--- config.mk ---
export PLATFORM = sky130hd
export DESIGN_NAME = pingpong_sched
export DESIGN_NICKNAME = d
export VERILOG_FILES = /design/src/rtl/pingpong_sched.sv
export SDC_FILE = /design/constraint.sdc
export NUM_CORES = 1
export LEC_CHECK = 0
export CAP_MARGIN = 20
export CORE_UTILIZATION = 53
export DETAILED_ROUTE_END_ITERATION = 16
export GPL_TIMING_DRIVEN = 0
export PLACE_DENSITY_LB_ADDON = 0.2
export SYNTH_ARGS = -nofsm -noshare
export SYNTH_HDL_FRONTEND = slang
export SYNTH_SLANG_ARGS = --single-unit
--- constraint.sdc ---
create_clock -name clk -period 2 [get_ports clk]
set_input_delay 0.5 -clock clk [delete_from_list [all_inputs] [get_ports clk]]
set_output_delay 0.5 -clock clk [all_outputs]
set_load 0.02 [all_outputs]
--- src/rtl/pingpong_sched.sv ---
// Clocked ping/pong turn scheduler: hands one token alternately to agent A and B
// with a programmable start-up delay, inter-turn gap and round limit.
module pingpong_sched #(
    parameter int START_DELAY = 100,
    parameter int DELAY       = 1,
    parameter int ROUNDS      = 10,
    parameter int CW          = $clog2(ROUNDS + 1)
) (
    input  logic          clk,
    input  logic          rst_n,
    input  logic          start,
    input  logic          abort,
    input  logic          a_done,
    input  logic          b_done,
    output logic          a_go,
    output logic          b_go,
    output logic [CW-1:0] round_cnt,
    output logic          busy,
    output logic          finished
);

    localparam int MAXD = (START_DELAY > DELAY) ? START_DELAY : DELAY;
    localparam int CNTW = (MAXD < 1) ? 1 : $clog2(MAXD + 1);

    localparam logic [2:0] S_IDLE  = 3'd0;
    localparam logic [2:0] S_WAIT  = 3'd1;
    localparam logic [2:0] S_PING  = 3'd2;
    localparam logic [2:0] S_GAP_A = 3'd3;
    localparam logic [2:0] S_PONG  = 3'd4;
    localparam logic [2:0] S_GAP_B = 3'd5;
    localparam logic [2:0] S_DONE  = 3'd6;

    logic [2:0]      r_state;
    logic [CNTW-1:0] r_cnt;
    logic [CW-1:0]   r_round;
    logic [CW-1:0]   w_round_nxt;
    logic            w_cnt_last;

    assign w_round_nxt = r_round + 1'b1;
    assign w_cnt_last  = (r_cnt == CNTW'(1));

    // abort outranks every other input, including a coincident start or b_done
    always_ff @(posedge clk or negedge rst_n) begin
        if (!rst_n) begin
            r_state <= S_IDLE;
            r_cnt   <= '0;
            r_round <= '0;
        end else if (abort) begin
            r_state <= S_IDLE;
            r_round <= '0;
        end else begin
            case (r_state)
                S_IDLE, S_DONE: begin
                    if (start) begin
                        r_round <= '0;
                        if (START_DELAY == 0) begin
                            r_state <= S_PING;
                        end else begin
                            r_cnt   <= CNTW'(START_DELAY);
                            r_state <= S_WAIT;
                        end
                    end
                end
                S_WAIT: begin
                    if (w_cnt_last) r_state <= S_PING;
                    else            r_cnt   <= r_cnt - 1'b1;
                end
                S_PING: begin
                    if (a_done) begin
                        if (DELAY == 0) begin
                            r_state <= S_PONG;
                        end else begin
                            r_cnt   <= CNTW'(DELAY);
                            r_state <= S_GAP_A;
                        end
                    end
                end
                S_GAP_A: begin
                    if (w_cnt_last) r_state <= S_PONG;
                    else            r_cnt   <= r_cnt - 1'b1;
                end
                S_PONG: begin
                    if (b_done) begin
                        r_round <= w_round_nxt;
                        if (w_round_nxt == CW'(ROUNDS)) begin
                            r_state <= S_DONE;
                        end else if (DELAY == 0) begin
                            r_state <= S_PING;
                        end else begin
                            r_cnt   <= CNTW'(DELAY);
                            r_state <= S_GAP_B;
                        end
                    end
                end
                S_GAP_B: begin
                    if (w_cnt_last) r_state <= S_PING;
                    else            r_cnt   <= r_cnt - 1'b1;
                end
                default: r_state <= S_IDLE;
            endcase
        end
    end

    // Outputs decode straight from state so an async reset clears them at once
    assign a_go      = (r_state == S_PING);
    assign b_go      = (r_state == S_PONG);
    assign finished  = (r_state == S_DONE);
    assign busy      = (r_state == S_WAIT)  || (r_state == S_PING) ||
                       (r_state == S_GAP_A) || (r_state == S_PONG) ||
                       (r_state == S_GAP_B);
    assign round_cnt = r_round;

endmodule

== After elaboration in Yosys (flattened, before gate mapping) ==
Cells that the tools add are included.
Word-level totals
  word-level logic and storage cells: 55
  register bits: 14
  output and inout port bits: 8
  input bits: 6
Cells by class
  eq/ne operators: 18
  mux-type cells: 18
  reduce and logical (&&, ||, !) cells: 13
  bitwise logic cells: 1
  add/sub/neg operators: 2
Operator list (number)
  7-bit 2-to-1 mux: 5
  7-bit one-hot mux with 4 select lines: 1
  3-bit 2-to-1 mux: 6
  3-bit one-hot mux with 5 select lines: 1
  4-bit 2-to-1 mux: 3
  3-bit != test, second input constant: 4
  2-bit != test, second input constant: 5
  3-bit == test, second input constant: 3
  4-bit one-hot mux with 2 select lines: 1
  7-bit by 1-bit == test with 1-bit output, second input constant: 1
  7-bit AND reduction: 1
  7-bit by 1-bit subtractor with 7-bit output, second input constant: 1
  3-bit by 2-bit == test with 1-bit output, second input constant: 2
  5-bit AND reduction: 1
  4-bit by 1-bit adder with 4-bit output, second input constant: 1
  4-bit == test, second input constant: 1
  1-bit logical OR: 4
  4-bit nonzero test: 1
  2-bit OR reduction: 2
  3-bit by 1-bit == test with 1-bit output, second input constant: 1
  3-bit zero test: 1
  3-bit by 1-bit != test with 1-bit output, second input constant: 1
  3-bit AND reduction: 1
  3-bit nonzero test: 1
  other kinds (3): 3

== Logic depth before layout (Yosys ltp) ==
  depth in word-level cells: 6
  gate-level depth with buffers: 7
  gate-level depth less buffers: 7

== Least setup slack after synthesis ==
Ideal clock, no wire load.
  path kind: register -> register
  from: register r_state[1]
  to: register r_cnt[3]
  period minus slack after synthesis: 1.811 ns
  data arrival time: 1.679 ns
  buffers on the path: 1
  required time: 1.868 ns
  cell stages (with the launch flop): 7
  setup time: 0.132 ns
  slack: 0.189 ns
  path through: dfrtp_1 > nor3b_2 > nand4_2 > o22ai_4 > or2_1 > buf_6 > o22ai_2
Between the ends
  elaborated cells between the ends (all ways): 17
  those cells by class: 11 x eq/ne; 1 x mux; 5 x reduce/logical
RTL lines
  start, declared: RTL line 33  | logic [2:0] r_state;
  start signal, assigned: RTL line 45  | r_state <= S_IDLE;
  start signal, assigned: RTL line 49  | r_state <= S_IDLE;
  start signal, assigned: RTL line 57  | r_state <= S_PING;
  3-bit == test *
  via b_go: RTL line 16  | output logic b_go,
  2-bit != test (no line) or 4-bit nonzero test (tied branches)
  7-bit AND reduction (no line)
  end signal, assigned: RTL line 59  | r_cnt <= CNTW'(START_DELAY);
  end signal, assigned: RTL line 66  | else r_cnt <= r_cnt - 1'b1;
  end signal, assigned: RTL line 73  | r_cnt <= CNTW'(DELAY);
  end, declared: RTL line 34  | logic [CNTW-1:0] r_cnt;
The timed path passes the listed nets; every way through them passes the cells marked *.
A chain may end at the register's enable or synchronous reset.

== Worst setup path in the final report ==
  from: register r_state[0]
  to: output port busy
Between the ends
  cells in the longest elaborated chain, start to end: 5
  elaborated cells between the ends (all ways): 9
  those cells by class: 5 x eq/ne; 4 x reduce/logical
Ends and longest elaborated chain
  3-bit by 1-bit == test with 1-bit output or 3-bit by 2-bit == test with 1-bit output (tied branches): RTL line 108  | assign busy = (r_state == S_WAIT) || (r_state == S_PING) ||
  1-bit logical OR (2 in series): RTL line 108
  1-bit logical OR: RTL line 109  | (r_state == S_GAP_A) || (r_state == S_PONG) ||
  1-bit logical OR *: RTL line 109
  end, declared: RTL line 18  | output logic busy,
Every way passes the cells marked *; elsewhere a longest branch is shown, timed or not.

==> impl_results.md <==
* GR Overflow Total at 0
* R2r worst-path depth at 7
* Vias after detailed routing at 891
* Largest net degree at the start of global routing at 15
* Layout net count at 140
* Reg-to-Reg End: r_cnt[3]
* Antenna Cells at 0
* Commonest non-fill, non-tap cell in the layout: dfrtp_1
* Core area at 0.00176 mm^2
* Row cnt at 15
* Startpoint Class: flip-flop
* Arrival time at the worst endpoint at 1.52 ns
* Min-Delay Endpoint: r_cnt[5]
* PortBufs at 13
* Pwr dens at 645 mW/mm^2
* Vias in the first global route at 746
* Layout cells sized above 1 at 28.7%
* Die area at 0.00209 mm^2
* Post-Place Worst Slack at -0.253 ns
* Status: finished, violations left
* CTS Sinks at 14
* Worst-skew pair later-pin latency at 0.29 ns
* Post-DP HPWL at 1.50 mm
* Number of synthesized flops with an enable pin at 0
* Num ports at 14
* Area Growth Syn to Fin at 27.7%
* Leak pwr at 0.000569 uW
* Num CTS Buffers at 3
* Fin Clk Skew at 0.00426 ns
* Util after Layout at 73.2%
* Warnings, synthesis at 0
* Post-synthesis sequential area ratio at 34.7%
* Synth Register Bits at 14
* Crit Path Category: flip-flop to primary output
* Final period utilization at 101%
* Initial Util at 57.3%
* CTS H-tree depth at 1
* CTS tree: built
* Global-route wire length before repair at 3.42 mm
* Asr flop ratio synth at 100%
* Mapped Area at 0.00101 mm^2
* Final Hold Viols at 0
* Residual DRC at 0
* Worst rel slew slack at 57.6%
* Hold buffer count at CTS at 0
* RSZ-0062 raised after global routing: true
* Max Root-Sink Buffers at 2
* Syn Area/Cell at 9.63 um^2
* Crit. End Element: primary output
* Worst-Margin Slew at 0.634 ns
* Placer Congestion at 0.832
* Fmax at 0.494 GHz
* Fin crit period at 2.02 ns
* GR Util All Layers at 23.4%
* Root buffer cell: clkbuf_4
* Drt wl/cell at 15.3 um
* Worst VDD drop at 445 uV
* Number of DRC markers in iteration 0 at 38
* Distinct cells, synth at 42
* Hold Crit Start: r_cnt[5]
* Cell count after synthesis at 105
* Post-Route WL at 2.36 mm
* Final setup margin at -0.0248 ns
* Horiz. Die Dim at 45.7 um
* Failing checks: negative setup slack
* Required time of the critical path at 1.50 ns
* Reg clk slew, reported paths at 0.09 ns
* Detailed Routing Iterations Pass 1 at 4
* Final setup vio count at 1
* Type of the worst min-delay path: flip-flop to flip-flop
* Initial antenna violation count at 0
* Post-Synthesis Net Count at 115
* Setup slack, reg-to-reg at 0.17 ns
* Antenna-violating nets left at 0
* Final slew viol count at 0
* Hold path cells at 2
* Predominant post-synthesis flop cell: dfrtp_1
* # Max-Cap Violations at 0
* Commonest non-fill, non-tap cells in the layout: dfrtp_1, o21ai_0, nor2_1, clkdlybuf4s50_1, buf_4
* Die extent in y at 45.7 um
* Avg Vias per Cell at 5.79
* Worst reg2reg startpoint: round_cnt[0]
* Crit-path max FO at 5
[per-stage QoR]
| step | hold WS (ns) | TNS [ns] | total power, uW | instance area (um^2) | cells |
|---|---|---|---|---|---|
| after floorplan | 0.204 | 0 | 540 | 1010 | 105 |
| after global placement | 0.514 | -1.37 | 592 | 1170 | 143 |
| after detailed placement | 0.524 | -1.71 | 600 | 1170 | 143 |
| after CTS | 0.545 | -0.0372 | 816 | 1240 | 149 |
| after global routing | 0.579 | -0.134 | 880 | 1290 | 154 |
| final | 0.543 | -0.0248 | 832 | 1290 | 154 |
[repair_timing]
action / CTS / global route
setup endpoints to repair: 4 / 4
cloned: 0 / 0
buffers inserted: 2 / 5
endpoints found under the hold margin: 0 / 0
pin swaps: 1 / 1
resized for setup: 14 / 5
[synth_stat cells, types with 2 or more instances]
cell type | instances | area (um^2)
ha_1 | 4 | 50.1
a21oi_1 | 6 | 30.0
nand3b_1 | 2 | 15.0
nand3_1 | 3 | 15.0
nor2b_1 | 3 | 18.8
o21ai_2 | 4 | 35.0
o31ai_4 | 2 | 42.5
dfrtp_1 | 14 | 350
o21ai_0 | 9 | 45.0
o31ai_1 | 5 | 37.5
nand2_1 | 6 | 22.5
inv_1 | 6 | 22.5
nor2_1 | 9 | 33.8
nand4_1 | 2 | 12.5
nor3_1 | 2 | 10.0
mux2i_1 | 2 | 20.0
[critical path, cell delays in order, from the launching register on]
cell     delay (ns)
dfrtp_2        0.47
buf_6          0.15
or3_4          0.38
nand2_4        0.08
inv_2          0.04
buf_6          0.12
[flip-flops by register name, summed over array words and instances, names as in the netlist]
signal,flops
round_cnt,4
r_state,3
r_cnt,7
[power breakdown]
group | switching [uW] | leakage [uW] | internal [uW]
sequential | 38.7 | 0.000183 | 318
clock | 100 | 0.0000210 | 111
combinational | 150 | 0.000365 | 114
total | 289 | 0.000569 | 544
[kinds of logic (layout without fill, tap and decap cells)]
logic type / after synthesis / count (layout) / synth area share [%]
buffers and inverters: 11 / 35 / 5.69
multiplexers: 2 / 2 / 1.98
flip-flops: 14 / 14 / 34.7
XOR/XNOR: 2 / 2 / 1.73
AND/OR/NAND/NOR: 39 / 39 / 22.8
AO/OA/AOI/OAI: 33 / 33 / 28.2
adder cells (fa/ha/maj): 4 / 4 / 4.95
[area by class of cell]
class	count	area, um^2
Timing Repair Buffer	20	180
Tap cell	25	31.3
Sequential cell	14	352
Fill cell	141	473
Buffer	4	47.5
Inverter	7	26.3
Clock buffer	4	36.3
Multi-Input combinational cell	80	618
[worst max-delay path by stage]
| stage | from | end |
|---|---|---|
| 2_1_floorplan | r_state[1] | r_cnt[3] |
| 3_3_place_gp | r_state[0] | busy |
| 3_5_place_dp | r_state[0] | busy |
| 4_1_cts | r_state[0] | busy |
| 5_1_grt | r_state[0] | busy |
| 6_report | r_state[0] | busy |
[metal layers]
metal | GRT usage (%) | up-vias | wire length, um
li1 | - | 436 | -
met1 | 33.7 | 415 | 1060
met2 | 35.1 | 33 | 1120
met3 | 2.78 | 7 | 129
met4 | 9.70 | 0 | 44
met5 | 0 | - | 0
Note: power is estimated with default switching activity, not from simulation.
